### src/rtl/ttt_pkg.sv
// Shared encodings for the tic-tac-toe controller: cell marks, winner codes,
// FSM states, keypad bit positions and the eight winning-line cell masks.
package ttt_pkg;

   localparam logic [1:0] CELL_EMPTY = 2'd0;
   localparam logic [1:0] CELL_X     = 2'd1;
   localparam logic [1:0] CELL_O     = 2'd2;

   localparam logic [1:0] WIN_NONE = 2'd0;
   localparam logic [1:0] WIN_X    = 2'd1;
   localparam logic [1:0] WIN_O    = 2'd2;
   localparam logic [1:0] WIN_DRAW = 2'd3;

   typedef enum logic [1:0] {
      ST_MAIN  = 2'd0,
      ST_PLAY  = 2'd1,
      ST_CHECK = 2'd2,
      ST_OVER  = 2'd3
   } state_t;

   localparam logic [3:0] KEY_1    = 4'd0;
   localparam logic [3:0] KEY_2    = 4'd1;
   localparam logic [3:0] KEY_3    = 4'd2;
   localparam logic [3:0] KEY_4    = 4'd3;
   localparam logic [3:0] KEY_5    = 4'd4;
   localparam logic [3:0] KEY_6    = 4'd5;
   localparam logic [3:0] KEY_7    = 4'd6;
   localparam logic [3:0] KEY_8    = 4'd7;
   localparam logic [3:0] KEY_9    = 4'd8;
   localparam logic [3:0] KEY_STAR = 4'd9;
   localparam logic [3:0] KEY_0    = 4'd10;
   localparam logic [3:0] KEY_HASH = 4'd11;

   localparam logic [8:0] LINE_R0 = 9'b000_000_111;
   localparam logic [8:0] LINE_R1 = 9'b000_111_000;
   localparam logic [8:0] LINE_R2 = 9'b111_000_000;
   localparam logic [8:0] LINE_C0 = 9'b001_001_001;
   localparam logic [8:0] LINE_C1 = 9'b010_010_010;
   localparam logic [8:0] LINE_C2 = 9'b100_100_100;
   localparam logic [8:0] LINE_D0 = 9'b100_010_001;
   localparam logic [8:0] LINE_D1 = 9'b001_010_100;

   // Index 0 is LINE_R0; lower index has priority when several lines match.
   localparam logic [7:0][8:0] WIN_LINES =
      {LINE_D1, LINE_D0, LINE_C2, LINE_C1, LINE_C0, LINE_R2, LINE_R1, LINE_R0};

   function automatic logic [8:0] find_win(input logic [17:0] brd, input logic [1:0] mark);
      logic [8:0] line;
      logic       hit;
      line = '0;
      for (int l = 7; l >= 0; l--) begin
         hit = 1'b1;
         for (int c = 0; c < 9; c++)
            if (WIN_LINES[l][c] && (brd[2*c +: 2] != mark)) hit = 1'b0;
         if (hit) line = WIN_LINES[l];
      end
      return line;
   endfunction

endpackage

### src/rtl/key_debounce.sv
// Turns the raw one-hot keypad word into single accept pulses: a key must be
// stable for DEBOUNCE_CYCLES, and a full release must be seen before the next.
module key_debounce #(
   parameter int DEBOUNCE_CYCLES = 250000
) (
   input  logic        clk,
   input  logic        rst,
   input  logic [11:0] key_data,
   output logic        key_acc,
   output logic [3:0]  key_idx
);

   localparam int            CW      = $clog2(DEBOUNCE_CYCLES);
   localparam logic [CW-1:0] CNT_MAX = CW'(DEBOUNCE_CYCLES - 1);

   logic [11:0]   r_key;
   logic [CW-1:0] r_cnt;
   logic          r_armed;
   logic          w_onehot;
   logic [3:0]    w_idx;

   assign w_onehot = $onehot(r_key);

   always_comb begin
      w_idx = '0;
      for (int b = 0; b < 12; b++)
         if (r_key[b]) w_idx = 4'(b);
   end

   // Reset leaves the block disarmed so a key held through reset must be
   // released and pressed again before it is accepted.
   always_ff @(posedge clk or negedge rst) begin
      if (!rst) begin
         r_key   <= '0;
         r_cnt   <= '0;
         r_armed <= 1'b0;
         key_acc <= 1'b0;
         key_idx <= '0;
      end else begin
         r_key   <= key_data;
         key_acc <= 1'b0;
         if (key_data != r_key)
            r_cnt <= '0;
         else if (r_cnt != CNT_MAX)
            r_cnt <= r_cnt + 1'b1;
         if (r_cnt == CNT_MAX) begin
            if (w_onehot && r_armed) begin
               key_acc <= 1'b1;
               key_idx <= w_idx;
               r_armed <= 1'b0;
            end else if (!w_onehot) begin
               r_armed <= 1'b1;
            end
         end
      end
   end

endmodule

### src/rtl/ttt_game_ctrl.sv
// Tic-tac-toe controller: debounced keypad in, MAIN/PLAY/CHECK/OVER FSM,
// 3x3 board, turn tracking and win/draw detection, all outputs registered.
module ttt_game_ctrl
   import ttt_pkg::*;
#(
   parameter int DEBOUNCE_CYCLES = 250000
) (
   input  logic        clk,
   input  logic        rst,
   input  logic [11:0] key_data,
   output logic [17:0] board,
   output logic        turn_o,
   output logic        in_main,
   output logic        game_over,
   output logic [1:0]  winner,
   output logic [8:0]  win_line,
   output logic        move_valid,
   output logic        move_reject
);

   logic       w_key_acc;
   logic [3:0] w_key_idx;
   state_t     r_state;
   logic [3:0] r_moves;
   logic       w_is_cell;
   logic [1:0] w_cell;
   logic [1:0] w_mark;
   logic [1:0] w_moved;
   logic [8:0] w_line;

   key_debounce #(.DEBOUNCE_CYCLES(DEBOUNCE_CYCLES)) u_debounce (
      .clk      (clk),
      .rst      (rst),
      .key_data (key_data),
      .key_acc  (w_key_acc),
      .key_idx  (w_key_idx)
   );

   // In CHECK the turn has already toggled, so the mover is the opposite mark.
   always_comb begin
      w_is_cell = (w_key_idx <= KEY_9);
      w_cell    = CELL_EMPTY;
      for (int c = 0; c < 9; c++)
         if (w_key_idx == 4'(c)) w_cell = board[2*c +: 2];
      w_mark  = turn_o ? CELL_O : CELL_X;
      w_moved = turn_o ? CELL_X : CELL_O;
      w_line  = find_win(board, w_moved);
   end

   always_ff @(posedge clk or negedge rst) begin
      if (!rst) begin
         r_state     <= ST_MAIN;
         r_moves     <= '0;
         board       <= '0;
         turn_o      <= 1'b0;
         in_main     <= 1'b1;
         game_over   <= 1'b0;
         winner      <= WIN_NONE;
         win_line    <= '0;
         move_valid  <= 1'b0;
         move_reject <= 1'b0;
      end else begin
         move_valid  <= 1'b0;
         move_reject <= 1'b0;
         case (r_state)
            ST_MAIN: begin
               if (w_key_acc && (w_key_idx == KEY_1)) begin
                  board   <= '0;
                  turn_o  <= 1'b0;
                  r_moves <= '0;
                  in_main <= 1'b0;
                  r_state <= ST_PLAY;
               end
            end
            ST_PLAY: begin
               if (w_key_acc) begin
                  if (w_is_cell) begin
                     if (w_cell == CELL_EMPTY) begin
                        for (int c = 0; c < 9; c++)
                           if (w_key_idx == 4'(c)) board[2*c +: 2] <= w_mark;
                        turn_o     <= ~turn_o;
                        if (r_moves != 4'd9) r_moves <= r_moves + 4'd1;
                        move_valid <= 1'b1;
                        r_state    <= ST_CHECK;
                     end else begin
                        move_reject <= 1'b1;
                     end
                  end else if (w_key_idx == KEY_HASH) begin
                     in_main <= 1'b1;
                     r_state <= ST_MAIN;
                  end
               end
            end
            ST_CHECK: begin
               if (w_line != '0) begin
                  winner    <= w_moved;
                  win_line  <= w_line;
                  game_over <= 1'b1;
                  r_state   <= ST_OVER;
               end else if (r_moves == 4'd9) begin
                  winner    <= WIN_DRAW;
                  win_line  <= '0;
                  game_over <= 1'b1;
                  r_state   <= ST_OVER;
               end else begin
                  r_state <= ST_PLAY;
               end
            end
            ST_OVER: begin
               if (w_key_acc) begin
                  winner    <= WIN_NONE;
                  win_line  <= '0;
                  game_over <= 1'b0;
                  in_main   <= 1'b1;
                  r_state   <= ST_MAIN;
               end
            end
            default: r_state <= ST_MAIN;
         endcase
      end
   end

endmodule
### config.mk
export PLATFORM = sky130hd
export DESIGN_NAME = ttt_game_ctrl
export DESIGN_NICKNAME = d
export VERILOG_FILES = /design/src/rtl/ttt_pkg.sv /design/src/rtl/key_debounce.sv /design/src/rtl/ttt_game_ctrl.sv
export SDC_FILE = /design/constraint.sdc
export NUM_CORES = 1
export LEC_CHECK = 0
export CAP_MARGIN = 5
export CORE_AREA = 2 2 94 96
export CTS_CLUSTER_DIAMETER = 40
export CTS_CLUSTER_SIZE = 16
export DETAILED_ROUTE_END_ITERATION = 12
export DIE_AREA = 0 0 96 98
export GPL_ROUTABILITY_DRIVEN = 0
export PLACE_DENSITY = 0.76
export SLEW_MARGIN = 20
export SYNTH_ARGS = -nofsm -noshare
export SYNTH_HDL_FRONTEND = slang
export SYNTH_SLANG_ARGS = --single-unit
### constraint.sdc
create_clock -name clk -period 4.4 [get_ports clk]
set_input_delay 0.44 -clock clk [delete_from_list [all_inputs] [get_ports clk]]
set_output_delay 0.44 -clock clk [all_outputs]
set_load 0.05 [all_outputs]
Word-level counts from Yosys, hierarchy flattened
Index checks and enable logic that the tools add are counted.

storage, ports and cells
  register bits after elaboration = 76
  bits of input ports = 14
  output and inout bits = 34
  word-level logic and storage cells = 227

operators by class
  $add $sub $neg = 13
  magnitude comparators = 1
  eq/ne operators = 48
  muxes and demuxes = 115
  bitwise gates (word level) = 1
  reductions and logical operators = 26

operators with widths
  kind                                            count
  two-way mux 18 bit                              6
  two-way mux 9 bit                               10
  AND reduction 6 bit                             11
  two-way mux 2 bit                               30
  two-way mux 4 bit                               15
  two-way mux 1 bit                               45
  case mux 18 bit (2 select lines)                1
  inequality test 2 bit (second input constant)   16
  adder 4 bit                                     5
  adder 18 x 1 -> 18 bit (second input constant)  1
  == test 18 bit (second input constant)          1
  inequality test 18 bit (second input constant)  1
  inequality test 2 bit                           9
  case mux 9 bit (2 select lines)                 1
  == test 4 x 3 -> 1 bit (second input constant)  4
  adder 1 x 1 -> 2 bit                            6
  == test 4 bit (second input constant)           3
  inequality test 12 bit                          1
  AND reduction 5 bit                             2
  inequality test 3 bit (second input constant)   3
  nonzero test 9 bit                              1
  == test 4 x 1 -> 1 bit (second input constant)  2
  == test 4 x 2 -> 1 bit (second input constant)  2
  case mux 2 bit (4 select lines)                 1
  19 further kinds                                27

Longest topological paths before layout
Gate-level depths: netlist of run 1.

  depth in word-level cells = 16
  mapped depth = 15
  mapped depth without buffers = 15

Hierarchy
From an unflattened synthesis of run 1, not the netlist that was laid out.

second synthesis, totals
  cell total of the unflattened synthesis = 472
  area, all modules = 4,466.8 um^2

by module, submodules not included
  module         instances  cells each  area an instance (um^2)  seq. area each (um^2)
  ttt_game_ctrl  1          287         2,491.1                  1,002.2
  key_debounce   1          185         1,975.6                  900.9

Worst setup path after synthesis of run 1
OpenSTA, ideal clock, no wires.

  path type = reg2reg
  start point = reg u_debounce.r_key[2]
  end point = reg u_debounce.key_idx[2]
  setup time = 0.125 ns
  arrival time = 3.784 ns
  data required time = 4.275 ns
  path slack = 0.491 ns
  stages on the path, launching flop included = 15
  buffers on the path = 0
  clock period less this slack = 3.909 ns
  path through = dfrtp_1 > inv_1 > ha_1 > inv_1 > fa_1 > fa_1 > inv_1 > fa_1 > ha_1 > inv_1 > fa_1 > xor2_1 > nand3_1 > nor4_4 > mux2_2

between the ends
  longest elaborated chain between the ends = 7

RTL lines
  item                                            RTL line            RTL
  start: declaration                              key_debounce.sv:16  logic [11:0] r_key;
  start signal: assignment                        key_debounce.sv:40  r_key <= key_data;
  adder 1 x 1 -> 2 bit (not written as such)      key_debounce.sv:22  assign w_onehot = $onehot(r_key);
  adder 4 bit (not written as such) (3 in a row)  key_debounce.sv:22
  == test 4 x 1 -> 1 bit                          key_debounce.sv:22
  logical AND 1 bit                               key_debounce.sv:47  if (w_onehot && r_armed) begin
  AND reduction 2 bit (no source line)            --
  end signal: assignment                          key_debounce.sv:49  key_idx <= w_idx;
  end: declaration                                key_debounce.sv:10  output logic [3:0] key_idx

No other way between the ends.
A chain may end at the register's enable or synchronous reset.

Worst setup path after layout of run 1
  start point = reg u_debounce.r_key[3]
  end point = reg u_debounce.key_idx[1]

between the ends
  longest elaborated chain between the ends = 9
  elaborated cells on any way between the ends = 16
  classes of those cells = add/sub: 4; eq/ne: 1; mux: 9; reduce/logical: 2

RTL lines
  item
  branches (longest 9 deep; another with adder 4 bit)

Several ways; the timed one is not identified.

==> metrics.log, run 1 <==
INFO  metric outcome = finished, final reports clean
INFO  metric hold_fix_buffer_count_after_cts = 0
INFO  metric start_util = a little under three fifths
INFO  metric yosys_reg_bits = 76
INFO  metric drt_drc_violations_left = 0
INFO  metric max_slew_margin = around 36%
INFO  metric dpl.cell_count = 627
INFO  metric yosys.cell_types.count = 79
INFO  metric route.vias.total = ~3800
INFO  metric timing.setup.tns = 0 ns
INFO  metric critical_path_arrival = 4.36 ns
INFO  metric cts.repair.resized = 0
INFO  metric maximum_number_of_pins_on_one_net_before_global_route_repair = 77
INFO  metric post_route_skew = 0.0143 ns
INFO  metric setup_repair_after_global_routing_missed_its_margin = no
INFO  metric final_total_pwr = roughly 0.0013 W
INFO  metric antenna-diode-count = 0
INFO  metric cts.reportedPaths.clkPinSlew = 0.08 ns
INFO  metric nets = 567
INFO  metric synth.net_count = around 530
INFO  metric viasPerCell = 5.90
INFO  metric setup.worst_path.end = u_debounce.key_idx[1]
INFO  metric fin_util = 63.5%
INFO  metric cts_max_path_buffers = 2
INFO  metric detail_route.first_pass.iterations = 4
INFO  metric grt_antenna_before_repair = 0
INFO  metric cp.required = 4.63 ns
INFO  metric post_cts.repair.setup_buffers = 0
INFO  metric r2r_slack = 0.27 ns
INFO  metric netlist_area = 0.00470 mm2
INFO  metric period_minus_slack = between 4 and 5 ns
INFO  metric syn-mean-instance-area = approximately 9.6 um2
INFO  metric synth_top_area_share = 39.9%
INFO  metric setup_viol = 0
INFO  metric startpoint_type = register
INFO  metric max_cap_violations = 0
INFO  metric grt_first_pass_wirelength = 17200 um
INFO  metric maxSlewViolCount = 0
INFO  metric dp_slack = approximately 0.28 ns
INFO  metric floorplan.rows = 34
INFO  metric postLayoutSetupSlackWorst = 0.270 ns
INFO  metric layout.cells.non_filler = ~640
INFO  metric number_of_buffers_inserted_during_clock_tree_synthesis = 9
INFO  metric io_buffer_count = 47
INFO  metric cts_tree = yes
INFO  metric yosys-top-cells-area = sky130_fd_sc_hd__dfrtp_1 40%, sky130_fd_sc_hd__ha_1 4.3%, sky130_fd_sc_hd__nand2_1 4.1%
INFO  metric leading_area_contributor_after_synthesis = sky130_fd_sc_hd__dfrtp_1
INFO  metric drt-initial-drc-count = 206
INFO  metric final-hold-violation-count = 0
INFO  metric clock.fmax = 0.242 GHz
INFO  metric overflow = 0
INFO  metric final_wirelength = ~10000 um
INFO  metric worst_ir_drop_vdd = 0.181 mV
INFO  metric leakagePower = 2.25 nW
INFO  metric floorplan.io_pins = 48
INFO  metric routedWlPerCell = 15.7 um
INFO  metric globalRouteTotalUtil = 23.2%
INFO  metric die_height = 98 um
INFO  metric yosys_warnings = 0
INFO  metric yosys_most_used_dff = sky130_fd_sc_hd__dfrtp_1
INFO  metric synth-edff-count = 0
INFO  metric tritoncts_num_sinks = 76
INFO  metric min-delay-path-class = primary input to asynchronous set/reset pin
INFO  metric area.growth.synth_to_final = 14.3%
INFO  metric core_region_area = 0.00847 mm2
INFO  metric post-route-period-util = between 90% and 100%
INFO  metric die_w = about 96 um
INFO  metric r2r_cells = 15
INFO  metric critPathMaxFanout = 6
INFO  metric ys_seq_area_share = between 40% and 50%
INFO  metric design.die.area = 0.00941 mm2
INFO  metric grt_pass1_vias = 3735
INFO  metric worstMarginPinSlew = 0.957 ns
INFO  metric async_reset_ff_share = 100%
INFO  metric worst-setup-path-type = register to register
INFO  metric fill_cells = 680
INFO  metric antenna_left = 0
INFO  metric postSynthCellCount = 488
INFO  metric clockRootBuffer = sky130_fd_sc_hd__clkbuf_8
INFO  metric final_layout_size_suffix_gt1_share = 8.79%
INFO  metric power_density = 251 mW/mm2
INFO  metric r2r_start = u_debounce.r_key[3]
INFO  metric end_kind = register
INFO  metric clock_tree.htree_level_count = 3
INFO  metric clk_latency = ~0.35 ns
INFO  metric place_hpwl = 7350 um
INFO  metric worst_setup_startpoint = u_debounce.r_key[3]
INFO  metric r2r-end = u_debounce.key_idx[1]
==> routing by layer <==
layer / vias up / routed length (um) / track usage [%]
met5: - / 0 / 0
met4: 0 / 274 / 10.2
met3: 26 / 445 / 5.02
met2: 98 / 4990 / 37.5
met1: 1830 / 4360 / 29.8
li1: 1838 / - / -
==> state kept, by name, summed over array words and instances, names as in the netlist <==
name,flops
u_debounce.r_cnt,18
turn_o,1
r_moves,4
game_over,1
u_debounce.r_key,12
u_debounce.r_armed,1
move_valid,1
in_main,1
r_state,2
winner,2
u_debounce.key_acc,1
win_line,9
board,18
move_reject,1
u_debounce.key_idx,4
==> layout by cell type (no fill, tap or decap), drive strengths merged, types with 7 or more instances in the layout <==
master,count
nor3,9
a21oi,16
nand3,15
o21ai,23
o22ai,7
xor2,22
nor2,45
nand2b,11
inv,32
nor2b,12
nand2,53
a32o,11
clkdlybuf4s50,46
nor4,8
ha,16
clkbuf,10
fa,7
dfrtp,75
==> worst max-delay path, cell delays in order, from the launching register on <==
cell and delay [ns]:
sky130_fd_sc_hd__dfrtp_1 0.42, sky130_fd_sc_hd__inv_1 0.07, sky130_fd_sc_hd__ha_1 0.28, sky130_fd_sc_hd__inv_1 0.05, sky130_fd_sc_hd__fa_1 0.47, sky130_fd_sc_hd__fa_1 0.52, sky130_fd_sc_hd__inv_1 0.05, sky130_fd_sc_hd__fa_1 0.50
sky130_fd_sc_hd__ha_1 0.16, sky130_fd_sc_hd__inv_1 0.06, sky130_fd_sc_hd__fa_1 0.37, sky130_fd_sc_hd__xor2_1 0.14, sky130_fd_sc_hd__nand3_1 0.17, sky130_fd_sc_hd__nor4_4 0.37, sky130_fd_sc_hd__o311ai_0 0.22, sky130_fd_sc_hd__o21a_1 0.15
==> cell families after synthesis <==
group	share of synthesized area (%)
flops	40.5
fa+ha+maj	7.23
mux	2.37
xor+xnor	5.21
simple gates	22.1
compound gates	18.1
buf+inv	4.49
==> power breakdown <==
group | switching (W) | internal [W]
clock | 0.000263 | 0.000204
sequential | 0.00000717 | 0.000703
combinational | 0.0000987 | 0.0000733
==> synthesized netlist by cell type, types with 5 or more instances <==
| library cell | number |
|---|---|
| sky130_fd_sc_hd__and3_1 | 5 |
| sky130_fd_sc_hd__nand4_1 | 5 |
| sky130_fd_sc_hd__a21o_1 | 5 |
| sky130_fd_sc_hd__o22ai_1 | 6 |
| sky130_fd_sc_hd__nand2b_1 | 11 |
| sky130_fd_sc_hd__dfrtp_1 | 75 |
| sky130_fd_sc_hd__a21oi_1 | 15 |
| sky130_fd_sc_hd__o31ai_1 | 5 |
| sky130_fd_sc_hd__nor2b_1 | 12 |
| sky130_fd_sc_hd__fa_1 | 7 |
| sky130_fd_sc_hd__a22o_1 | 5 |
| sky130_fd_sc_hd__nand3_1 | 15 |
| sky130_fd_sc_hd__o21ai_0 | 15 |
| sky130_fd_sc_hd__nor2_1 | 44 |
| sky130_fd_sc_hd__clkbuf_1 | 6 |
| sky130_fd_sc_hd__o21ai_1 | 8 |
| sky130_fd_sc_hd__xnor2_1 | 6 |
| sky130_fd_sc_hd__inv_1 | 31 |
| sky130_fd_sc_hd__xor2_1 | 22 |
| sky130_fd_sc_hd__nor3_1 | 9 |
| sky130_fd_sc_hd__a32o_1 | 11 |
| sky130_fd_sc_hd__nand2_1 | 52 |
| sky130_fd_sc_hd__nor4_1 | 5 |
| sky130_fd_sc_hd__ha_1 | 16 |
| sky130_fd_sc_hd__o211ai_1 | 5 |
| sky130_fd_sc_hd__or2_2 | 5 |
==> per-stage QoR <==
step | hold slack [ns] | instance area [um2]
3_3_place_gp | 0.470 | 5210
6_report | 0.225 | 5380
4_1_cts | 0.265 | 5380
2_1_floorplan | 0.144 | 4700
5_1_grt | 0.305 | 5380
3_5_place_dp | 0.475 | 5210
==> worst min path at each step <==
stage,from,end
3_3_place_gp,win_line[7],win_line[7]
3_5_place_dp,game_over,game_over
5_1_grt,rst,board[6]
2_1_floorplan,rst,board[0]
6_report,rst,board[12]
4_1_cts,rst,board[12]
==> layout make-up <==
type	instances	area (um2)	share of cell area, %
clock buffers	10	128	2.37
clock inverters	6	38.8	0.721
inverters	31	116	2.16
multi-input cells	365	2590	48.2
flip-flops and latches	76	1900	35.4
well taps	108	135	2.51
repair buffers	47	468	8.70
No activity file was read; power rests on OpenSTA's default activity.
==> run 2, diff against run 1 <==
--- a/config.mk
+++ b/config.mk
@@ -6,13 +6,13 @@
 export NUM_CORES = 1
 export LEC_CHECK = 0
 export CAP_MARGIN = 5
-export CORE_AREA = 2 2 94 96
+export CORE_AREA = 2 2 99 101
 export CTS_CLUSTER_DIAMETER = 40
 export CTS_CLUSTER_SIZE = 16
 export DETAILED_ROUTE_END_ITERATION = 12
-export DIE_AREA = 0 0 96 98
+export DIE_AREA = 0 0 101 103
 export GPL_ROUTABILITY_DRIVEN = 0
-export PLACE_DENSITY = 0.76
+export PLACE_DENSITY = 0.72
 export SLEW_MARGIN = 20
 export SYNTH_ARGS = -nofsm -noshare
 export SYNTH_HDL_FRONTEND = slang
==> constraint.sdc (replaced) <==
create_clock -name clk -period 3.43 [get_ports clk]
set_input_delay 0.343 -clock clk [delete_from_list [all_inputs] [get_ports clk]]
set_output_delay 0.343 -clock clk [all_outputs]
set_load 0.05 [all_outputs]
==> run 2 against run 1 <==
Via count grew 1.8%. Design area grew 5.3%. Core utilization shrank 3.7 points. Clock-buffer cell count grew 2. Worst setup slack lost 0.66 ns. Sequential share of layout area shrank 1.8 points. Critical endpoint is now u_debounce.key_idx[2]. The flow now finishes with violations (setup timing). Clock power grew 63%. Routed wire length grew 5.2%. Combinational power grew 110%. Total power grew 50%.
==> metrics.log, run 2 (synthesis gave the netlist of run 1 again) <==
INFO  metric layout.cells.non_filler = 670
INFO  metric mostFrequentLayoutCells = 75 x sky130_fd_sc_hd__dfrtp_1, 52 x sky130_fd_sc_hd__nand2_1, 46 x sky130_fd_sc_hd__clkdlybuf4s50_1
INFO  metric tritoncts_num_sinks = 76
INFO  metric setup_viol = 6
INFO  metric post-route-period-util = 111%
INFO  metric overflow = 0
INFO  metric cts_max_path_buffers = 2
INFO  metric dpl.cell_count = 648
INFO  metric detail_route.first_pass.iterations = 4
INFO  metric antenna-diode-count = 0
INFO  metric cts.reportedPaths.clkPinSlew = about 0.08 ns
INFO  metric drt_drc_violations_left = 0
INFO  metric violations = setup timing
INFO  metric leakagePower = between 2 and 2.5 nW
INFO  metric grt_first_pass_wirelength = 18700 um
INFO  metric final-hold-violation-count = 0
INFO  metric maximum_number_of_pins_on_one_net_before_global_route_repair = 77
INFO  metric design.die.area = 0.0104 mm2
INFO  metric postLayoutSetupSlackWorst = -0.392 ns
INFO  metric end_kind = register
INFO  metric final_common_cell = sky130_fd_sc_hd__dfrtp_1
INFO  metric grt_pass1_vias = 3927
INFO  metric biggestRegsByFlops = board (18), u_debounce.r_cnt (18), u_debounce.r_key (12)
INFO  metric worst_ir_drop_vdd = 0.223 mV
INFO  metric antenna_left = 0
INFO  metric critPathMaxFanout = 4
INFO  metric die_w = 101 um
INFO  metric clock_tree.htree_level_count = 3
INFO  metric cts_tree = yes
INFO  metric worstMarginPinSlew = 0.971 ns
INFO  metric maxSlewViolCount = 0
INFO  metric worst-setup-path-type = register to register
INFO  metric critical_path_arrival = 4.05 ns
INFO  metric clock.fmax = 0.262 GHz
INFO  metric clk_latency = about 0.35 ns
INFO  metric core_region_area = roughly 0.0095 mm2
INFO  metric grt_antenna_before_repair = 0
INFO  metric die_height = 103 um
INFO  metric number_of_buffers_inserted_during_clock_tree_synthesis = 9
INFO  metric timing.setup.tns = -1.75 ns
INFO  metric outcome = finished with violations
INFO  metric route.vias.total = 3859
INFO  metric place_hpwl = 7640 um
INFO  metric drt-initial-drc-count = between 200 and 250
INFO  metric nets = 588
INFO  metric setup_repair_after_global_routing_missed_its_margin = yes
INFO  metric final_layout_size_suffix_gt1_share = 14.7%
INFO  metric power_density = 357 mW/mm2
INFO  metric floorplan.rows = 36
INFO  metric min-delay-path-class = primary input to asynchronous set/reset pin
INFO  metric startpoint_type = register
INFO  metric max_slew_margin = 35.3%
INFO  metric globalRouteTotalUtil = 22.4%
INFO  metric floorplan.io_pins = 48
INFO  metric routedWlPerCell = 15.8 um
INFO  metric post_route_skew = 0.00633 ns
INFO  metric fin_util = 59.9%
INFO  metric fin_hold_ws = ~0.14 ns
INFO  metric clockRootBuffer = sky130_fd_sc_hd__clkbuf_8
INFO  metric hold_fix_buffer_count_after_cts = 0
INFO  metric final_wirelength = 10600 um
INFO  metric start_util = about half
INFO  metric viasPerCell = 5.76
INFO  metric io_buffer_count = 47
INFO  metric area.growth.synth_to_final = 20.3%
INFO  metric cp.required = between 3 and 4 ns
INFO  metric period_minus_slack = 3.82 ns
INFO  metric max_cap_violations = 0
==> run 2: changes by cell type in the layout (fill, tap and decap cells not counted), sizes merged <==
| cell | before | now |
|---|---|---|
| buf | 1 | 22 |
| bufinv | 0 | 2 |
| clkbuf | 10 | 12 |
| clkinv | 3 | 1 |
| clkinvlp | 2 | 1 |
| inv | 32 | 31 |
==> run 2: area by class of cell <==
cell class / count / area (um2)
fillers: 811 / 3800
well taps: 114 / 143
repair buffers: 68 / 626
clock inverters: 4 / 72.6
flip-flops and latches: 76 / 1900
inverters: 31 / 116
multi-input cells: 365 / 2660
clock buffers: 12 / 145
==> run 2: worst max-delay path: stages, from the launching register on <==
cell and delay (ns):
sky130_fd_sc_hd__dfrtp_1 0.42, sky130_fd_sc_hd__inv_1 0.09, sky130_fd_sc_hd__ha_4 0.27, sky130_fd_sc_hd__inv_2 0.03
sky130_fd_sc_hd__fa_1 0.44, sky130_fd_sc_hd__fa_1 0.49, sky130_fd_sc_hd__inv_1 0.05, sky130_fd_sc_hd__fa_1 0.48
sky130_fd_sc_hd__ha_2 0.18, sky130_fd_sc_hd__inv_2 0.04, sky130_fd_sc_hd__fa_2 0.54, sky130_fd_sc_hd__nand3_4 0.09
sky130_fd_sc_hd__nor4_4 0.13, sky130_fd_sc_hd__buf_4 0.17, sky130_fd_sc_hd__mux2_4 0.29
==> run 2: report_power, final <==
part | total [W] | switching (W) | leakage [nW] | internal [W]
combinational | 0.000353 | 0.000183 | 1.25 | 0.000171
clock | 0.000760 | 0.000331 | 0.107 | 0.000429
sequential | 0.000910 | 0.00000729 | 1.03 | 0.000902
==> run 2: timing repair <==
action / in CTS / in global routing
resized for setup: 4 / 9
setup endpoints to repair: 6 / 6
pin swaps: 0 / 7
buffers inserted: 2 / 4
==> run 2: metal layers <==
metal / up-vias / track usage, % / part of all wire [%] / wire length, um
met5: - / 0 / 0 / 0
met4: 0 / 6.55 / 1.4 / 146
met2: 82 / 40.1 / 52 / 5500
met3: 13 / 3.05 / 3.3 / 348
li1: 1878 / - / - / -
met1: 1886 / 28.5 / 43 / 4600
==> run 2: through the flow <==
| step | total power [W] | worst slack [ns] | area (um2) |
|---|---|---|---|
| after floorplan | 0.00110 | -0.300 | 4720 |
| after global routing | 0.00213 | -0.536 | 5660 |
| after detailed placement | 0.00121 | -0.448 | 5350 |
| after global placement | 0.00120 | -0.328 | 5350 |
| final | 0.00202 | -0.392 | 5660 |
| after CTS | 0.00199 | -0.399 | 5600 |
==> run 2: worst paths after layout <==
| kind | start | endpoint | slack, ns | depth (start not counted) |
|---|---|---|---|---|
| setup / recovery | u_debounce.r_key[3] | u_debounce.key_idx[2] | -0.39 | 14 |
| hold / removal | rst | board[4] | 0.14 | 1 |
| setup reg to reg | u_debounce.r_key[3] | u_debounce.key_idx[2] | -0.39 | 14 |
| hold reg to reg | win_line[7] | win_line[7] | 0.49 | 1 |
| max in group asynchronous | rst | u_debounce.r_cnt[3] | 2.65 | 1 |
| min in group clk | key_data[8] | u_debounce.r_key[8] | 0.48 | 1 |
==> run 3, diff against run 2 <==
--- a/config.mk
+++ b/config.mk
@@ -6,13 +6,13 @@
 export NUM_CORES = 1
 export LEC_CHECK = 0
 export CAP_MARGIN = 5
-export CORE_AREA = 2 2 99 101
+export CORE_AREA = 2 2 101 103
 export CTS_CLUSTER_DIAMETER = 40
 export CTS_CLUSTER_SIZE = 16
 export DETAILED_ROUTE_END_ITERATION = 12
-export DIE_AREA = 0 0 101 103
+export DIE_AREA = 0 0 103 105
 export GPL_ROUTABILITY_DRIVEN = 0
-export PLACE_DENSITY = 0.72
+export PLACE_DENSITY = 0.69
 export SLEW_MARGIN = 20
 export SYNTH_ARGS = -nofsm -noshare
 export SYNTH_HDL_FRONTEND = slang
==> constraint.sdc (replaced) <==
create_clock -name clk -period 3.43 [get_ports clk]
set_input_delay 0.686 -clock clk [delete_from_list [all_inputs] [get_ports clk]]
set_output_delay 0.686 -clock clk [all_outputs]
set_load 0.05 [all_outputs]
==> run 3 against run 2 <==
Register-to-register slack got worse by 0.04 ns. Critical endpoint unchanged. Sequential share of layout area about the same. Via count increased by 0.47%. Critical path type unchanged. Non-clock buffer count decreased by 2. Critical path depth decreased by 1. The run still ends with setup timing left. Worst hold slack improved by 0.30 ns. First-iteration DRC count decreased by 29%. Worst setup slack got worse by 0.045 ns. Die area increased by 4.0%. Design area about the same. Clock-buffer cell count decreased by 3. Routed wire length decreased by 2.1%.
==> metrics.log, run 3 (synthesis gave the netlist of run 1 again) <==
INFO  metric r2r_slack = -0.44 ns
INFO  metric die_w = between 100 and 150 um
INFO  metric layout.cells.non_filler = 687
INFO  metric violations = setup timing
INFO  metric clock_tree.htree_level_count = 3
INFO  metric area.growth.synth_to_final = 20.4%
INFO  metric leakagePower = 2.38 nW
INFO  metric clock.fmax = 0.259 GHz
INFO  metric crit_path_top_delay_cell = sky130_fd_sc_hd__fa_2
INFO  metric final_total_pwr = between 0.0015 and 0.002 W
INFO  metric number_of_buffers_inserted_during_clock_tree_synthesis = 9
INFO  metric finish.instance_area = 0.00567 mm2
INFO  metric worst-setup-path-type = register to register
INFO  metric seqCellArea = 0.00190 mm2
INFO  metric post_route_skew = between 0.006 and 0.007 ns
INFO  metric max_slew_margin = 37.7%
INFO  metric mostFrequentLayoutCells = 75 x sky130_fd_sc_hd__dfrtp_1, 52 x sky130_fd_sc_hd__nand2_1, 46 x sky130_fd_sc_hd__clkdlybuf4s50_1
INFO  metric period_minus_slack = 3.87 ns
INFO  metric end_kind = register
INFO  metric grt_antenna_before_repair = 0
INFO  metric clockRootBuffer = sky130_fd_sc_hd__clkbuf_8
INFO  metric final_wirelength = 10400 um
INFO  metric cp.required = about 3.7 ns
INFO  metric place_hpwl = roughly 7700 um
INFO  metric worstMarginPinSlew = 0.935 ns
INFO  metric io_buffer_count = 47
INFO  metric critical-path-top-cell-by-count = sky130_fd_sc_hd__inv_2
INFO  metric route.vias.total = 3877
INFO  metric max_cap_violations = 0
INFO  metric routedWlPerCell = 15.1 um
INFO  metric r2r_cells = 13
INFO  metric post-route-period-util = 113%
INFO  metric overflow = 0
INFO  metric design.die.area = 0.0108 mm2
INFO  metric viasPerCell = around 5.6
INFO  metric fill_cells = between 800 and 900
INFO  metric grt_pass1_vias = 3980
INFO  metric tritoncts_num_sinks = 76
INFO  metric final_common_cell = sky130_fd_sc_hd__dfrtp_1
INFO  metric dpl.cell_count = 669
INFO  metric floorplan.io_pins = 48
INFO  metric cts.reportedPaths.clkPinSlew = roughly 0.080 ns
INFO  metric critPathMaxFanout = 5
INFO  metric drt_drc_violations_left = 0
INFO  metric postLayoutSetupSlackWorst = -0.436 ns
INFO  metric antenna-diode-count = 0
INFO  metric worst_ir_drop_vdd = 0.215 mV
INFO  metric cp_peak_stage_delay = 0.52 ns
INFO  metric start_util = 48.8%
INFO  metric cts_tree = yes
INFO  metric setup_viol = 6
INFO  metric startpoint_type = register
INFO  metric maxSlewViolCount = 0
INFO  metric globalRouteTotalUtil = 21.3%
INFO  metric grt_first_pass_wirelength = about 19000 um
INFO  metric nets = 586
INFO  metric maximum_number_of_pins_on_one_net_before_global_route_repair = 77
INFO  metric worstPathCellList = inv_2 -> ha_4 -> inv_2 -> fa_1 -> fa_1 -> inv_2 -> fa_1 -> ha_2 -> inv_2 -> fa_2 -> nand3_2 -> nor4_4 -> mux2_4
INFO  metric detail_route.first_pass.iterations = 4
INFO  metric critical_path_arrival = 4.10 ns
INFO  metric r2r-end = u_debounce.key_idx[2]
INFO  metric antenna_left = 0
INFO  metric die_height = approximately 110 um
INFO  metric power_density = 350 mW/mm2
INFO  metric final-hold-violation-count = 0
INFO  metric final_layout_size_suffix_gt1_share = between 10% and 20%
INFO  metric biggestRegsByFlops = board (18), u_debounce.r_cnt (18), u_debounce.r_key (12)
INFO  metric cts_max_path_buffers = 2
INFO  metric clk_latency = 0.35 ns
INFO  metric min-delay-path-class = primary input to asynchronous set/reset pin
INFO  metric placed_area = 0.00539 mm2
INFO  metric fin_hold_ws = 0.442 ns
INFO  metric setup_repair_after_global_routing_missed_its_margin = yes
INFO  metric r2r_start = u_debounce.r_key[4]
INFO  metric floorplan.rows = 36
INFO  metric core_region_area = 0.00964 mm2
INFO  metric multi_input_area = 0.00265 mm2
INFO  metric drt-initial-drc-count = roughly 150
INFO  metric outcome = finished with violations
## run 3: worst max-delay path by stage
stage,to,start,depth (start not counted)
after floorplan,u_debounce.key_idx[2],u_debounce.r_key[4],13
after global placement,u_debounce.key_idx[2],u_debounce.r_key[4],13
after detailed placement,u_debounce.key_idx[1],u_debounce.r_key[4],14
after CTS,u_debounce.key_idx[2],u_debounce.r_key[4],13
after global routing,u_debounce.key_idx[0],u_debounce.r_key[5],14
final,u_debounce.key_idx[2],u_debounce.r_key[4],13
## run 3: cell type report
cell class              instances  area share, %
flip-flops and latches         76           33.6
inverters                      31           2.05
clock buffers                   9           2.19
well taps                     133           2.94
repair buffers                 66           10.8
clock inverters                 7           1.74
multi-input cells             365           46.7
## run 3: report_power, final
group / leakage, nW / total (W) / internal, W / switching (W)
registers: 1.03 / 0.000909 / 0.000902 / 0.00000681
clock network: 0.110 / 0.000760 / 0.000413 / 0.000347
logic: 1.24 / 0.000316 / 0.000149 / 0.000167
## run 3: layer usage
| layer | wire (um) | part of all wire, % | global-route usage [%] |
|---|---|---|---|
| met5 | 0 | 0 | 0 |
| met1 | 4440 | 43 | 26.9 |
| met4 | 85 | 0.82 | 5.55 |
| met3 | 408 | 3.9 | 4.15 |
| met2 | 5430 | 52 | 36.9 |
## run 3: timing repair
item                                   4_1_cts  5_1_grt
pin swaps                                    1        1
setup endpoints to repair                    6        6
hold buffers                                 0        0
setup buffers                                2        0
endpoints found under the hold margin        0        0
resized for setup                            6        8
## run 3: per-stage QoR
step / TNS (ns) / worst slack, ns / utilization (%)
after floorplan: -0.921 / -0.300 / -
after global placement: -1.57 / -0.353 / 55.9
after detailed placement: -2.20 / -0.472 / 55.9
after CTS: -2.07 / -0.448 / 58.4
after global routing: -3.09 / -0.644 / 58.8
final: -1.98 / -0.436 / 58.8
## run 3: critical path, delay by kind of cell, from the launching register on
family                     cells  cell delay [ns]
buffers and inverters          4             0.18
and+or+nand+nor                2             0.38
muxes                          1             0.33
adders and majority gates      6             2.42
DFF                            1             0.42
